$ cat src/rtl/id_exe_stage_buf.sv
// ID->EXE elastic stage: 2-entry buffer (output register + skid register) carrying the decoded bundle.
// Latency: 1 cycle from accept to VALID_OUT when the buffer is EMPTY or ONE.
// Backpressure: READY_OUT depends only on skid occupancy and RESET, so READY_IN/VALID_IN never reach it combinationally.
// Optional feature macro: ID_EXE_PERF_CNT_EN adds PERF_STALL_CNT, a saturating count of stalled cycles.
module id_exe_stage_buf #(
    parameter int WORD_LEN     = 32,
    parameter int REG_ADDR_LEN = 5,
    parameter int OPERATOR_LEN = 4
) (
    input  logic                    CLK,
    input  logic                    RESET,
    input  logic                    FLUSH,
    // ID side
    input  logic                    VALID_IN,
    output logic                    READY_OUT,
    input  logic [REG_ADDR_LEN-1:0] DEST_IN,
    input  logic [REG_ADDR_LEN-1:0] SRC1_IN,
    input  logic [REG_ADDR_LEN-1:0] SRC2_IN,
    input  logic [OPERATOR_LEN-1:0] OPERATOR_IN,
    input  logic [WORD_LEN-1:0]     REG2_IN,
    input  logic [WORD_LEN-1:0]     OP1_IN,
    input  logic [WORD_LEN-1:0]     OP2_IN,
    input  logic [WORD_LEN-1:0]     PC_IN,
    input  logic                    MEM_RD_IN,
    input  logic                    MEM_WR_IN,
    input  logic                    WB_EN_IN,
    input  logic                    BR_TAKEN_IN,
    // EXE side
    output logic                    VALID_OUT,
    input  logic                    READY_IN,
    output logic [REG_ADDR_LEN-1:0] DEST_OUT,
    output logic [REG_ADDR_LEN-1:0] SRC1_OUT,
    output logic [REG_ADDR_LEN-1:0] SRC2_OUT,
    output logic [OPERATOR_LEN-1:0] OPERATOR_OUT,
    output logic [WORD_LEN-1:0]     SW_OPERAND_OUT,
    output logic [WORD_LEN-1:0]     OP1_OUT,
    output logic [WORD_LEN-1:0]     OP2_OUT,
    output logic [WORD_LEN-1:0]     PC_OUT,
    output logic                    MEM_RD_OUT,
    output logic                    MEM_WR_OUT,
    output logic                    WB_EN_OUT,
    output logic                    BR_TAKEN_OUT
`ifdef ID_EXE_PERF_CNT_EN
    ,
    output logic [31:0]             PERF_STALL_CNT
`endif
);

    typedef struct packed {
        logic [REG_ADDR_LEN-1:0] dest;
        logic [REG_ADDR_LEN-1:0] src1;
        logic [REG_ADDR_LEN-1:0] src2;
        logic [OPERATOR_LEN-1:0] op;
        logic [WORD_LEN-1:0]     reg2;
        logic [WORD_LEN-1:0]     op1;
        logic [WORD_LEN-1:0]     op2;
        logic [WORD_LEN-1:0]     pc;
        logic                    mem_rd;
        logic                    mem_wr;
        logic                    wb_en;
        logic                    br_taken;
    } bundle_t;

    bundle_t r_out;
    bundle_t r_skid;
    logic    r_out_vld;
    logic    r_skid_vld;

    bundle_t w_in;
    logic    w_accept;
    logic    w_consume;
    logic    w_load_out_in;
    logic    w_load_out_skid;
    logic    w_load_skid;

    assign w_in = '{
        dest:     DEST_IN,
        src1:     SRC1_IN,
        src2:     SRC2_IN,
        op:       OPERATOR_IN,
        reg2:     REG2_IN,
        op1:      OP1_IN,
        op2:      OP2_IN,
        pc:       PC_IN,
        mem_rd:   MEM_RD_IN,
        mem_wr:   MEM_WR_IN,
        wb_en:    WB_EN_IN,
        br_taken: BR_TAKEN_IN
    };

    // Ready is purely a function of skid occupancy; an empty skid can always absorb one more bundle.
    assign READY_OUT = ~r_skid_vld & ~RESET;

    assign w_accept  = VALID_IN & READY_OUT;
    assign w_consume = r_out_vld & READY_IN;

    // Accept never coincides with a full skid, so the input either goes straight to the output
    // register (it is empty or being drained) or parks in the skid.
    assign w_load_out_in   = w_accept & (~r_out_vld | w_consume);
    assign w_load_out_skid = w_consume & r_skid_vld;
    assign w_load_skid     = w_accept & r_out_vld & ~w_consume;

    // Valid bits: flush squashes everything held and drops the incoming bundle.
    always_ff @(posedge CLK) begin
        if (RESET) begin
            r_out_vld  <= 1'b0;
            r_skid_vld <= 1'b0;
        end else if (FLUSH) begin
            r_out_vld  <= 1'b0;
            r_skid_vld <= 1'b0;
        end else begin
            if (w_load_out_in || w_load_out_skid) begin
                r_out_vld <= 1'b1;
            end else if (w_consume) begin
                r_out_vld <= 1'b0;
            end

            if (w_load_skid) begin
                r_skid_vld <= 1'b1;
            end else if (w_consume) begin
                r_skid_vld <= 1'b0;
            end
        end
    end

    // Payload registers: only written on a real transfer so data fields hold while invalid or stalled.
    always_ff @(posedge CLK) begin
        if (RESET) begin
            r_out  <= '0;
            r_skid <= '0;
        end else if (!FLUSH) begin
            if (w_load_out_skid) begin
                r_out <= r_skid;
            end else if (w_load_out_in) begin
                r_out <= w_in;
            end

            if (w_load_skid) begin
                r_skid <= w_in;
            end
        end
    end

    assign VALID_OUT      = r_out_vld;
    assign DEST_OUT       = r_out.dest;
    assign SRC1_OUT       = r_out.src1;
    assign SRC2_OUT       = r_out.src2;
    assign OPERATOR_OUT   = r_out.op;
    assign SW_OPERAND_OUT = r_out.reg2;
    assign OP1_OUT        = r_out.op1;
    assign OP2_OUT        = r_out.op2;
    assign PC_OUT         = r_out.pc;

    // Control enables are gated so EXE never sees a side effect from a stale bundle.
    assign MEM_RD_OUT     = r_out.mem_rd   & r_out_vld;
    assign MEM_WR_OUT     = r_out.mem_wr   & r_out_vld;
    assign WB_EN_OUT      = r_out.wb_en    & r_out_vld;
    assign BR_TAKEN_OUT   = r_out.br_taken & r_out_vld;

`ifdef ID_EXE_PERF_CNT_EN
    logic [31:0] r_stall_cnt;

    // Saturating stall counter; survives FLUSH so squashes do not hide backpressure history.
    always_ff @(posedge CLK) begin
        if (RESET) begin
            r_stall_cnt <= '0;
        end else if (r_out_vld && !READY_IN && (r_stall_cnt != 32'hFFFF_FFFF)) begin
            r_stall_cnt <= r_stall_cnt + 32'd1;
        end
    end

    assign PERF_STALL_CNT = r_stall_cnt;
`endif

endmodule

$ cat config.mk
export PLATFORM = sky130hd
export DESIGN_NAME = id_exe_stage_buf
export DESIGN_NICKNAME = d
export VERILOG_FILES = /design/src/rtl/id_exe_stage_buf.sv
export SDC_FILE = /design/constraint.sdc
export NUM_CORES = 1
export LEC_CHECK = 0
export CORE_ASPECT_RATIO = 1.4
export CORE_UTILIZATION = 34
export DETAILED_ROUTE_END_ITERATION = 16
export SKIP_LAST_GASP = 1
export SLEW_MARGIN = 20
export SYNTH_ARGS = -nofsm -noshare
export SYNTH_HDL_FRONTEND = slang
export SYNTH_SLANG_ARGS = --single-unit
$ cat constraint.sdc
create_clock -name CLK -period 3.1 [get_ports CLK]
set_input_delay 0.31 -clock CLK [delete_from_list [all_inputs] [get_ports CLK]]
set_output_delay 0.31 -clock CLK [all_outputs]
set_load 0.005 [all_outputs]
==> metrics.csv, run 1 <==
stage;metric;value;unit
cts;tritoncts;built;
cts;postCtsSetupBuffers;0;
synth;synth_compound_area_share;15.28;%
global_routing;grt_pass1_wl;51840;um
cts;cts-hold-fix-buffers;0;
global_routing;grt_use_total;16.48;%
worst_setup_path;required;3510;ps
worst_setup_path;crit_path_end_kind;flip-flop;
timing;tns;0;ps
die;start_util;34.65;%
die;num_rows;84;
worst_setup_path;path_cells;nand2_1 -> a221oi_4 -> buf_12 -> buf_4 -> nor2_1 -> a211oi_1;
place;io_buffers;308;
worst_setup_path;r2r_slack;860;ps
power_and_ir_drop;p_leak;6.458;nW
global_routing;antenna_found_initial;4;
synth;ys_seq_area_share;46.68;%
synth;synth.avg_cell_area;8.720;um^2
timing;setup_viol_count_final;0;
finish;seqCellArea;6086;um^2
timing;min_period;2235;ps
global_routing;grt.overflow.total;0;
place;gp_routability_congestion;0.7648;
timing;post-route-period-util;72.11;%
synth;yosysWarningCount;0;
finish;n_fill_cell;3668;
die;die_area;39140;um^2
timing;hold_viol;0;
cts;path_clk_slew;60;ps
finish;drive_gt1_share;4.792;%
route;vias_per_cell;4.833;
status;status;finished, final reports clean;
power_and_ir_drop;power.density;547.5;nW/um^2
worst_setup_path;critPathMaxFanout;40;
die;die_h;233.7;um
cts;cts-root-buf;clkbuf_16;
timing;rsz0062_at_grt;false;
worst_setup_path;critical-path-max-stage-delay;630;ps
die;io_pins;309;
cts;cts.repair.resized;0;
route;drtAntennaViolNets;0;
global_routing;grt_start_max_net_pins;185;
finish;area_growth_syn_to_layout;26.01;%
cts;cts_buffers;34;
timing;clock.fmax;0.4473;GHz
worst_setup_path;critPathArrivalTime;2650;ps
die;die_x;167.5;um
global_routing;grt_pass1_vias;9527;
timing;worst_pin_slew;951.0;ps
route;firstDrtPassIters;5;
route;route.detailed.drc;0;
synth;synthMuxAreaShare;11.59;%
min_path;hold_class;primary input to flip-flop;
worst_setup_path;start_kind;flip-flop;
min_path;hold_path_end;r_skid[2];
synth;synthSimpleGateAreaFrac;13.68;%
route;drtIter0Drc;578;
finish;multiInputGateArea;5311;um^2
finish;layout.nets;1744;
cts;clock_latency;510;ps
worst_setup_path;slowest_stage;dfxtp_1;
min_path;min_path_cells;2;
power_and_ir_drop;ir_drop;0.0003150;V
worst_setup_path;r2r_cells;6;
cts;clockBufferDepth;3;
timing;report.final.slew_viol_count;0;
place;dpl.hpwl;21010;um
cts;cts.sinks;304;
synth;synth_top_family_by_area;compound AO/OA/AOI/OAI gates;
synth;syn_inst;1495;
synth;ys_ff_latch;304;
run;drv_cap;0;
synth;netlist_area;13040;um^2
synth;yosysUniqueCellTypes;22;
finish;fin_util;43.66;%
worst_setup_path;rr_startpoint;VALID_OUT;
synth;synthAdderAreaFrac;0;%
timing;relSlewSlack;36.60;%
synth;synth_xor_area_share;0;%
synth;syn_nets;1651;
worst_setup_path;worst-setup-path-type;flip-flop to flip-flop;
route;wl;33510;um
worst_setup_path;reg2reg_to;PC_OUT[22];
route;vias;10080;
cts;htree_levels;2;
timing;holdWs;228.0;ps
route;drt-wirelength-per-cell;16.06;um
min_path;worstHoldStart;RESET;
timing;fin_skew;10.73;ps
die;coreArea;37630;um^2
-- kinds of logic after synthesis --
kind of cell	Yosys count
buffers and inverters	267
flip-flops	304
AND/OR/NAND/NOR	466
AO/OA/AOI/OAI	307
multiplexers	151
-- cell usage in the layout (no fill, tap or decap), drive strengths merged, types with 2 or more instances in the layout --
master	count
nor2	152
diode	6
clkbuf	50
and2	4
clkinv	3
bufinv	2
inv	2
buf	15
dfxtp	304
nand2	303
nand2b	3
mux2i	151
clkdlybuf4s50	307
a21oi	152
a211oi	152
-- routing by layer --
metal	track usage, %	up-vias	part of all wire (%)
met5	0	-	0
met4	7.741	0	3.1
met3	3.677	56	5.2
met2	28.54	249	50
met1	19.26	4654	42
li1	-	5122	-
-- per-stage QoR --
| step | instances | power (mW) | instance area [um^2] | worst slack [ps] |
|---|---|---|---|---|
| floorplan | 1495 | 4.651 | 13040 | 1382 |
| global placement | 2025 | 5.036 | 15300 | 688.8 |
| detailed placement | 2025 | 5.052 | 15300 | 624.5 |
| CTS | 2080 | 9.139 | 16410 | 826.3 |
| global route | 2084 | 9.376 | 16420 | 636.6 |
| finish | 2086 | 8.993 | 16430 | 864.6 |
-- report_power, final --
part	internal (mW)	switching, mW
sequential	4.03	0.0685
combinational	0.493	0.367
clock	2.46	1.57
total	6.99	2.01
-- sequential cells by signal (all words and copies together), names as in the netlist --
register / cells
PC_OUT: 32
r_skid: 151
SW_OPERAND_OUT: 32
SRC2_OUT: 5
r_skid_vld: 1
OP2_OUT: 32
SRC1_OUT: 5
DEST_OUT: 5
OPERATOR_OUT: 4
r_out: 4
VALID_OUT: 1
OP1_OUT: 32
-- worst max path at each step --
stage	cells past startpoint	to	startpoint
2_1_floorplan	6	OP1_OUT[10]	VALID_OUT
3_3_place_gp	7	PC_OUT[16]	READY_IN
3_5_place_dp	7	PC_OUT[12]	READY_IN
4_1_cts	6	PC_OUT[12]	VALID_OUT
5_1_grt	6	PC_OUT[22]	VALID_OUT
6_report	6	PC_OUT[22]	VALID_OUT
-- critical path, delay by kind of cell, from the launching register on --
| kind | cells | cell delay (ps) |
|---|---|---|
| buffers and inverters | 2 | 590 |
| AOI/OAI and AO/OA | 2 | 640 |
| DFF | 1 | 630 |
| and+or+nand+nor | 2 | 250 |
-- cell usage after synthesis --
library cell	instances	area [um^2]
a221oi_4	1	26.28
and2_1	4	25.02
nand2b_1	3	18.77
or2_1	1	6.260
nand3_1	1	5.000
dfxtp_1	304	6086
inv_1	2	7.510
clkbuf_1	62	232.7
a21oi_1	152	760.7
a211oi_1	142	1066
buf_6	1	11.26
buf_4	162	1216
nand2_1	303	1137
nor4_2	1	12.51
a2111oi_0	1	8.760
buf_1	3	11.26
mux2i_1	151	1511
nor2_1	152	570.6
o21ai_0	1	5.000
buf_2	37	185.2
a211oi_2	10	125.1
or4_1	1	7.510
-- layout make-up --
cell class / count / area share [%]
Sequential cell: 304 / 37.05
Multi-Input combinational cell: 924 / 32.33
Clock buffer: 50 / 6.299
Antenna cell: 6 / 0.09140
Tap cell: 473 / 3.603
Timing Repair Buffer: 322 / 20.12
Clock inverter: 5 / 0.4570
Inverter: 2 / 0.04570
(Power assumes the default switching activity.)
==> run 2: changes to the inputs <==
==> constraint.sdc (replaced) <==
create_clock -name CLK -period 2.2 [get_ports CLK]
set_input_delay 0.22 -clock CLK [delete_from_list [all_inputs] [get_ports CLK]]
set_output_delay 0.22 -clock CLK [all_outputs]
set_load 0.005 [all_outputs]
==> run 2 against run 1 <==
Compared with the run above: wire length rose by 0.56%; combinational power rose by 44%; critical path depth fell by 3; die area did not move; flip-flop and latch count did not move; via count rose by 0.44%; cell count rose by 1.6%; hold slack got worse by 6.0 ps; sequential power rose by 41%; register-to-register slack got worse by 620 ps; worst setup slack got worse by 720 ps; total power rose by 35%; critical path type is now flip-flop to output port; largest power group unchanged.
==> metrics.csv, run 2 (same netlist as run 1, synthesis figures left out) <==
stage;metric;value;unit;change
status;status;finished, final reports clean;;unchanged
cts;cts-root-buf;clkbuf_16;;unchanged
worst_setup_path;path_cells;buf_4 -> and2_1 -> clkdlybuf4s50_1;;was nand2_1 -> a221oi_4 -> buf_12 -> buf_4 -> nor2_1 -> a211oi_1
timing;relSlewSlack;29.35;%;was 36.60%
worst_setup_path;r2r_slack;240;ps;was 860 ps
cts;clockBufferDepth;3;;unchanged
timing;worst_pin_slew;1060;ps;was 951.0 ps
worst_setup_path;crit_path_end_kind;output port;;was flip-flop
place;preCtsSetupSlack;87.71;ps;was 624.5 ps
route;drt-wirelength-per-cell;15.89;um;was 16.06 um
min_path;hold_class;primary input to flip-flop;;unchanged
worst_setup_path;start_kind;flip-flop;;unchanged
worst_setup_path;critical-path-max-stage-delay;560;ps;was 630 ps
worst_setup_path;rr_startpoint;r_skid_vld;;was VALID_OUT
power_and_ir_drop;finalPower;12.14;mW;was 8.993 mW
finish;n_fill_cell;3639;;was 3668
route;firstDrtPassIters;4;;was 5
cts;htree_levels;1;;was 2
route;wl;33700;um;was 33510 um
finish;layout_common_cells;307 x clkdlybuf4s50_1, 303 x dfxtp_1, 303 x nand2_1, 152 x nor2_1, 152 x a21oi_1;;was 307 x clkdlybuf4s50_1, 304 x dfxtp_1, 303 x nand2_1, 152 x nor2_1, 152 x a21oi_1
place;gp_routability_congestion;0.7812;;was 0.7648
die;num_rows;84;;unchanged
worst_setup_path;setup.worst_path.start;VALID_OUT;;unchanged
finish;area_growth_syn_to_layout;28.28;%;was 26.01%
timing;clock.fmax;0.4864;GHz;
timing;min_period;2056;ps;
worst_setup_path;required;1980;ps;was 3510 ps
finish;layout.nets;1772;;was 1744
min_path;min_path_cells;3;;was 2
global_routing;grt_pass1_vias;9838;;was 9527
route;drtIter0Drc;384;;was 578
finish;drive_gt1_share;6.838;%;was 4.792%
cts;path_clk_slew;60;ps;about the same
timing;hold_viol;0;;unchanged
global_routing;grt_use_total;16.65;%;was 16.48%
finish;top_register;r_skid;;unchanged
power_and_ir_drop;p_leak;6.612;nW;was 6.458 nW
route;drtAntennaViolNets;0;;unchanged
finish;layout_commonest_cell;clkdlybuf4s50_1;;unchanged
cts;cts.sinks;304;;unchanged
timing;setup_viol_count_final;0;;unchanged
die;io_pins;309;;unchanged
worst_setup_path;critPathMaxFanout;8;;was 40
global_routing;grt_pass1_wl;52430;um;was 51840 um
worst_setup_path;slowest_stage;clkdlybuf4s50_1;;was dfxtp_1
global_routing;antenna_found_initial;8;;was 4
route;vias_per_cell;4.776;;was 4.833
timing;fin_skew;4.433;ps;was 10.73 ps
place;dpl.hpwl;22820;um;was 21010 um
timing;rsz0062_at_grt;false;;unchanged
worst_setup_path;r2r_cells;6;;unchanged
die;die_area;39140;um^2;unchanged
route;vias;10130;;was 10080
worst_setup_path;reg2reg_to;PC_OUT[1];;was PC_OUT[22]
power_and_ir_drop;power.density;726.1;nW/um^2;was 547.5 nW/um^2
route;route.detailed.drc;0;;unchanged
worst_setup_path;critPathArrivalTime;1840;ps;was 2650 ps
place;io_buffers;308;;unchanged
timing;fin_ws;144.2;ps;was 864.6 ps
cts;tritoncts;built;;unchanged
die;start_util;34.65;%;unchanged
run;drv_cap;0;;unchanged
timing;post-route-period-util;93.45;%;
die;die_x;167.5;um;unchanged
die;die_h;233.7;um;unchanged
worst_setup_path;crit_end;MEM_RD_OUT;;was PC_OUT[22]
power_and_ir_drop;ir_drop;0.0005187;V;was 0.0003150 V
global_routing;grt.overflow.total;0;;unchanged
cts;cts_buffers;31;;was 34
cts;clock_latency;570;ps;was 510 ps
worst_setup_path;worst-setup-path-type;flip-flop to output port;;was flip-flop to flip-flop
finish;largest_reg_flops;151;;unchanged
die;coreArea;37630;um^2;unchanged
global_routing;grt_start_max_net_pins;105;;was 185
timing;report.final.slew_viol_count;0;;unchanged
timing;tns;0;ps;unchanged
-- run 2: changes by cell type in the layout (fill, tap and decap cells not counted), moves of 4 or more --
cell / change
clkbuf_1: -4
clkbuf_16: -6
clkinv_2: +5
buf_4: +15
buf_12: +14
clkinvlp_4: +4
-- run 2: timing repair --
| item | CTS | global route |
|---|---|---|
| hold buffers | 1 | 0 |
| resized for setup | 0 | 1 |
| endpoints found under the setup margin | 0 | 3 |
| setup buffers | 0 | 0 |
| endpoints found under the hold margin | 10 | 0 |
-- run 2: cell type report --
cell class | count | area [um^2] | share of cell area, %
inverter | 2 | 7.507 | 0.04489
clock buffer | 39 | 855.8 | 5.118
timing repair buffer | 353 | 3720 | 22.24
clock inverter | 16 | 126.4 | 0.7557
tap | 473 | 591.8 | 3.539
multi-input combinational | 924 | 5311 | 31.76
antenna | 9 | 22.52 | 0.1347
sequential | 304 | 6087 | 36.40
-- run 2: metrics by stage --
stage | hold slack, ps | cell area [um^2] | cells | util (%)
after floorplan | 292.8 | 13040 | 1495 | -
after detailed placement | 445.6 | 15700 | 2055 | 41.73
after global routing | 217.0 | 16710 | 2117 | 44.42
final | 222.0 | 16720 | 2120 | 44.44
after global placement | 440.4 | 15700 | 2055 | 41.73
after CTS | 195.7 | 16690 | 2111 | 44.37
-- run 2: power breakdown --
part / internal, mW / total (mW) / switching [mW]
sequential: 5.68 / 5.78 / 0.0985
combinational: 0.718 / 1.24 / 0.519
clock: 2.87 / 5.13 / 2.26
-- run 2: per-layer routing --
| layer | GRT usage [%] | up-vias | share of wire, % |
|---|---|---|---|
| li1 | - | 5167 | - |
| met1 | 19.04 | 4647 | 40 |
| met2 | 29.32 | 241 | 51 |
| met3 | 3.168 | 68 | 5.1 |
| met4 | 8.744 | 2 | 3.9 |
| met5 | 0 | - | 0.039 |
-- run 2: how the worst min path moves through the flow --
stage | startpoint | slack (ps) | endpoint
final | OPERATOR_IN[0] | 220 | r_skid[132]
after global routing | DEST_IN[1] | 220 | r_skid[147]
after CTS | OP1_IN[17] | 200 | r_skid[85]
after detailed placement | r_skid[106] | 450 | r_skid[106]
after global placement | r_skid[33] | 440 | r_skid[33]
after floorplan | FLUSH | 290 | VALID_OUT
-- run 2: worst max-delay path, delay by kind of cell, from the launching register on --
kind                   cells  cell delay, ps
buffers and inverters      2             750
flip-flops                 1             390
AND/OR/NAND/NOR            1             140
==> run 3: changes to the inputs <==
--- a/config.mk
+++ b/config.mk
@@ -13,3 +13,4 @@
 export SYNTH_ARGS = -nofsm -noshare
 export SYNTH_HDL_FRONTEND = slang
 export SYNTH_SLANG_ARGS = --single-unit
+export TNS_END_PERCENT = 100
==> results of run 3 <==
Same layout as run 2: the final DEF is identical, and so are final timing and power.
